### src/rtl/instr_fetch_unit.sv
// Instruction fetch unit: requests one word at a time from instruction memory,
// holds it for decode, and follows redirects from the branch/jump logic.
module instr_fetch_unit (
   input  logic        clk,
   input  logic        rst_n,
   output logic        imem_req,
   output logic [31:0] imem_addr,
   input  logic        imem_ack,
   input  logic [31:0] imem_rdata,
   output logic [31:0] instr,
   output logic [5:0]  opcode,
   output logic        instr_valid,
   input  logic        instr_ready,
   input  logic        redirect_valid,
   input  logic [31:0] redirect_pc,
   output logic [31:0] link_pc,
   output logic [15:0] fetch_count,
   output logic [1:0]  dbg_state
);

   localparam logic [1:0] ST_IDLE  = 2'd0;
   localparam logic [1:0] ST_REQ   = 2'd1;
   localparam logic [1:0] ST_VALID = 2'd2;

   logic [1:0]  state_q, state_d;
   logic [31:0] pc_q, pc_d;
   logic [31:0] pending_pc_q, pending_pc_d;
   logic        kill_q, kill_d;
   logic [31:0] instr_q;
   logic [31:0] link_pc_q;
   logic [15:0] fetch_cnt_q;

   logic        load_instr;
   logic        count_en;
   logic [31:0] redirect_aligned;
   logic [31:0] pc_plus4;

   assign redirect_aligned = {redirect_pc[31:2], 2'b00};
   assign pc_plus4         = pc_q + 32'd4;

   // Handshakes: memory side is req/ack (imem_req held with a stable address
   // until imem_ack); decode side is valid/ready, a word transfers on any
   // edge where instr_valid and instr_ready are both 1.
   always_comb begin
      state_d      = state_q;
      pc_d         = pc_q;
      pending_pc_d = pending_pc_q;
      kill_d       = kill_q;
      load_instr   = 1'b0;
      count_en     = 1'b0;
      case (state_q)
         ST_IDLE: begin
            state_d = ST_REQ;
         end
         ST_REQ: begin
            if (imem_ack) begin
               if (kill_q || redirect_valid) begin
                  // The returned word belongs to a stale path; drop it and re-issue.
                  pc_d   = redirect_valid ? redirect_aligned : pending_pc_q;
                  kill_d = 1'b0;
               end else begin
                  load_instr = 1'b1;
                  state_d    = ST_VALID;
               end
            end else if (redirect_valid) begin
               kill_d       = 1'b1;
               pending_pc_d = redirect_aligned;
            end
         end
         ST_VALID: begin
            if (redirect_valid) begin
               pc_d     = redirect_aligned;
               count_en = instr_ready;
               state_d  = ST_REQ;
            end else if (instr_ready) begin
               pc_d     = pc_plus4;
               count_en = 1'b1;
               state_d  = ST_REQ;
            end
         end
         default: begin
            state_d = ST_IDLE;
         end
      endcase
   end

   always_ff @(posedge clk or negedge rst_n) begin
      if (!rst_n) begin
         state_q      <= ST_IDLE;
         pc_q         <= '0;
         pending_pc_q <= '0;
         kill_q       <= 1'b0;
      end else begin
         state_q      <= state_d;
         pc_q         <= pc_d;
         pending_pc_q <= pending_pc_d;
         kill_q       <= kill_d;
      end
   end

   always_ff @(posedge clk or negedge rst_n) begin
      if (!rst_n) begin
         instr_q   <= '0;
         link_pc_q <= '0;
      end else if (load_instr) begin
         instr_q   <= imem_rdata;
         link_pc_q <= pc_plus4;
      end
   end

   always_ff @(posedge clk or negedge rst_n) begin
      if (!rst_n) begin
         fetch_cnt_q <= '0;
      end else if (count_en) begin
         fetch_cnt_q <= fetch_cnt_q + 16'd1;
      end
   end

   assign imem_req    = (state_q == ST_REQ);
   assign imem_addr   = {pc_q[31:2], 2'b00};
   assign instr_valid = (state_q == ST_VALID);
   assign instr       = instr_q;
   assign opcode      = instr_q[31:26];
   assign link_pc     = link_pc_q;
   assign fetch_count = fetch_cnt_q;
   assign dbg_state   = state_q;

endmodule

### config.mk
export PLATFORM = sky130hd
export DESIGN_NAME = instr_fetch_unit
export DESIGN_NICKNAME = d
export VERILOG_FILES = /design/src/rtl/instr_fetch_unit.sv
export SDC_FILE = /design/constraint.sdc
export NUM_CORES = 1
export LEC_CHECK = 0
export ABC_CLOCK_PERIOD_IN_PS = 2470
export CAP_MARGIN = 20
export CORE_UTILIZATION = 51
export CTS_BUF_LIST = sky130_fd_sc_hd__clkbuf_2 sky130_fd_sc_hd__clkbuf_4 sky130_fd_sc_hd__clkbuf_8
export DETAILED_ROUTE_END_ITERATION = 12
export PLACE_DENSITY_LB_ADDON = 0.2
export SYNTH_ARGS = -nofsm -noshare
export SYNTH_HDL_FRONTEND = slang
export SYNTH_SLANG_ARGS = --single-unit
export TNS_END_PERCENT = 20
### constraint.sdc
create_clock -name clk -period 2.47 [get_ports clk]
set_clock_uncertainty 0.05 [all_clocks]
set_input_delay 0.494 -clock clk [delete_from_list [all_inputs] [get_ports clk]]
set_output_delay 0.494 -clock clk [all_outputs]
set_load 0.1 [all_outputs]
==> flow_metrics.py <==
metrics = {
    "drt": {
        "via_count": 6705,
        "drt-initial-drc-count": 558,
        "ant_nets": 0,
        "via_per_inst": 5.64,
        "wl_um": 20400,
        "wl_per_cell_um": 17.1,
        "drc": 0,
        "first_pass_iters": 5,
    },
    "logic_synthesis": {
        "synth_top_area_share_pct": 48.3,
        "synth-xor-area-share_pct": 3.45,
        "synthSimpleGateAreaFrac_pct": 23.4,
        "synth_flop_cell": "dfrtp_1",
        "synth_edf_count": 0,
        "ys_async_sr_fraction_pct": 100,
        "syn_area_per_cell_um2": 9.27,
        "synth-seq-cells": 147,
        "syn_area_mm2": 0.00762,
        "yosys-top-cells-area": "dfrtp_1, nand2_1, mux2_2",
        "synth_compound_area_share_pct": 12.0,
        "synthAdderAreaFrac_pct": 0.821,
        "yosysSeqAreaShare_pct": 48.3,
        "ys_warn_count": 0,
        "netlist_instances": 822,
        "synth_largest_area_cell": "dfrtp_1",
        "ys_types": 62,
        "synth_top_family_by_area": "simple AND/OR/NAND/NOR gates",
        "synthMuxAreaShare_pct": 6.72,
    },
    "cells_and_area": {
        "postLayoutCoreUtil_pct": 68.2,
        "final_cell_mix": "nand2_1, buf_4, dfrtp_1",
        "syn_to_final_growth_pct": 30.1,
        "antenna_cells": 0,
        "drive_gt1_share_pct": 25.2,
        "mostFrequentLayoutCell": "nand2_1",
        "fillers": 1238,
        "design_area_mm2": 0.00991,
        "nets": 1067,
    },
    "timing": {
        "whs_ps": 357,
        "timing.max_slew.rel_slack_pct": 44.0,
        "setup_viol": 0,
        "rsz0062_at_grt": "false",
        "slew_violations": 0,
        "hold_viol": 0,
        "tightest_slew_ps": 832,
        "post-route-period-util_pct": 91.3,
        "fin_crit_ps": 2250,
        "max_freq_mhz": 444,
    },
    "critical_path": {
        "required_ps": 2750,
        "cp.arrival_ps": 2530,
        "path_class": "reg -> reg",
        "crit_fanout": 8,
        "crit_path_start_kind": "register",
        "timing.critical_path.from": "pc_q[3]",
        "end_kind": "register",
        "r2r-start": "pc_q[3]",
    },
    "clock_tree": {
        "clkTransAtPathRegs_ps": 80,
        "numCtsBuffers": 17,
        "cts-root-buf": "clkbuf_8",
        "cts.path.max_buffers": 2,
        "clock_sinks": 147,
        "cts_tree": "yes",
        "post_cts_buffers": 0,
        "htreeDepth": 4,
        "insertion_delay_ps": 460,
    },
    "grt": {
        "antenna_found_initial": 0,
        "grt_max_degree": 62,
        "grt_pass1_vias": 6361,
        "grt_first_pass_wirelength_um": 33700,
        "grt_overflow": 0,
        "track_usage_pct": 27.3,
    },
    "floorplanning": {
        "rows": 44,
        "fp.dieH_um": 124,
        "initial_utilization_pct": 52.4,
        "die_w_um": 124,
        "ios": 191,
        "die-area_mm2": 0.0154,
        "core_mm2": 0.0145,
    },
    "worst_hold_path": {
        "hp-class": "in -> reg",
        "hp-start": "redirect_valid",
    },
    "placement": {
        "place.gp.congestion": 0.868,
        "hpwlAfterDp_um": 14600,
        "place_area_mm2": 0.00949,
        "numPortBuffers": 186,
    },
    "run": {
        "drv_cap": 0,
    },
    "outcome": {
        "status": "finished clean",
    },
}
worst max-delay path, stage by stage, from the launching register on:
cell	delay [ps]
dfrtp_2	430
ha_1	260
nand4_1	360
nor4_1	670
o21ai_0	200
o2bb2ai_1	160
state kept, by name (all words and copies together), names as in the netlist:
name and flops:
fetch_count 16, instr 32, dbg_state 2, link_pc 32, pending_pc_q 32, kill_q 1
pc_q 32
what timing repair did:
item                                   4_1_cts  5_1_grt
hold buffers                                 1        0
resized for setup                            0        0
endpoints found under the hold margin       42        0
logic make-up after synthesis:
| kind of cell | after synthesis |
|---|---|
| XOR/XNOR | 30 |
| flip-flops | 147 |
| AND/OR/NAND/NOR | 362 |
| other | 1 |
| AO/OA/AOI/OAI | 145 |
| multiplexers | 47 |
| adder cells (fa/ha/maj) | 5 |
| buffers and inverters | 85 |
final timing paths:
kind	end	slack (ps)	cells after the start
worst max register to register	pc_q[18]	220	5
worst min-delay path	kill_q	360	3
max in group asynchronous	pc_q[12]	1190	3
worst min register to register	fetch_count[15]	430	1
min in group asynchronous	instr[18]	490	2
worst max-delay path	pc_q[18]	220	5
cell usage after synthesis (14+ instances only):
cell      instances
o21ai_0          51
a21oi_1          26
nand2b_1         14
mux2_2           33
nor2_1           45
a31oi_1          14
nor4_1           15
nand4_1          29
dfrtp_1         147
clkbuf_1         31
nand3_1          27
xnor2_1          18
mux2i_1          14
nand2_1         164
buf_2            19
through the flow:
stage / cells / TNS, ps / setup slack [ps]
floorplan: 823 / -46.8 / -23.4
global placement: 1157 / 0 / 114
detailed placement: 1157 / 0 / 93.9
CTS: 1189 / 0 / 267
global route: 1189 / 0 / 77.1
finish: 1189 / 0 / 216
layer usage:
metal	track usage, %	vias up	share of wire, %
met2	39.7	263	44
met1	40.4	3183	47
met3	6.21	32	7.4
met4	8.65	0	1.8
met5	0	-	0
li1	-	3227	-
layout make-up:
| type | instances | area [µm²] | area share [%] |
|---|---|---|---|
| Multi-Input combinational cell | 591 | 3590 | 36.2 |
| Clock inverter | 12 | 155 | 1.57 |
| Sequential cell | 147 | 3700 | 37.4 |
| Tap cell | 184 | 230 | 2.32 |
| Inverter | 13 | 48.8 | 0.492 |
| Clock buffer | 19 | 262 | 2.64 |
| Timing Repair Buffer | 223 | 1930 | 19.4 |
Power is left out: the tool's default activity adds up to more than one toggle a clock period on the data nets, which glitch-free logic cannot reach.
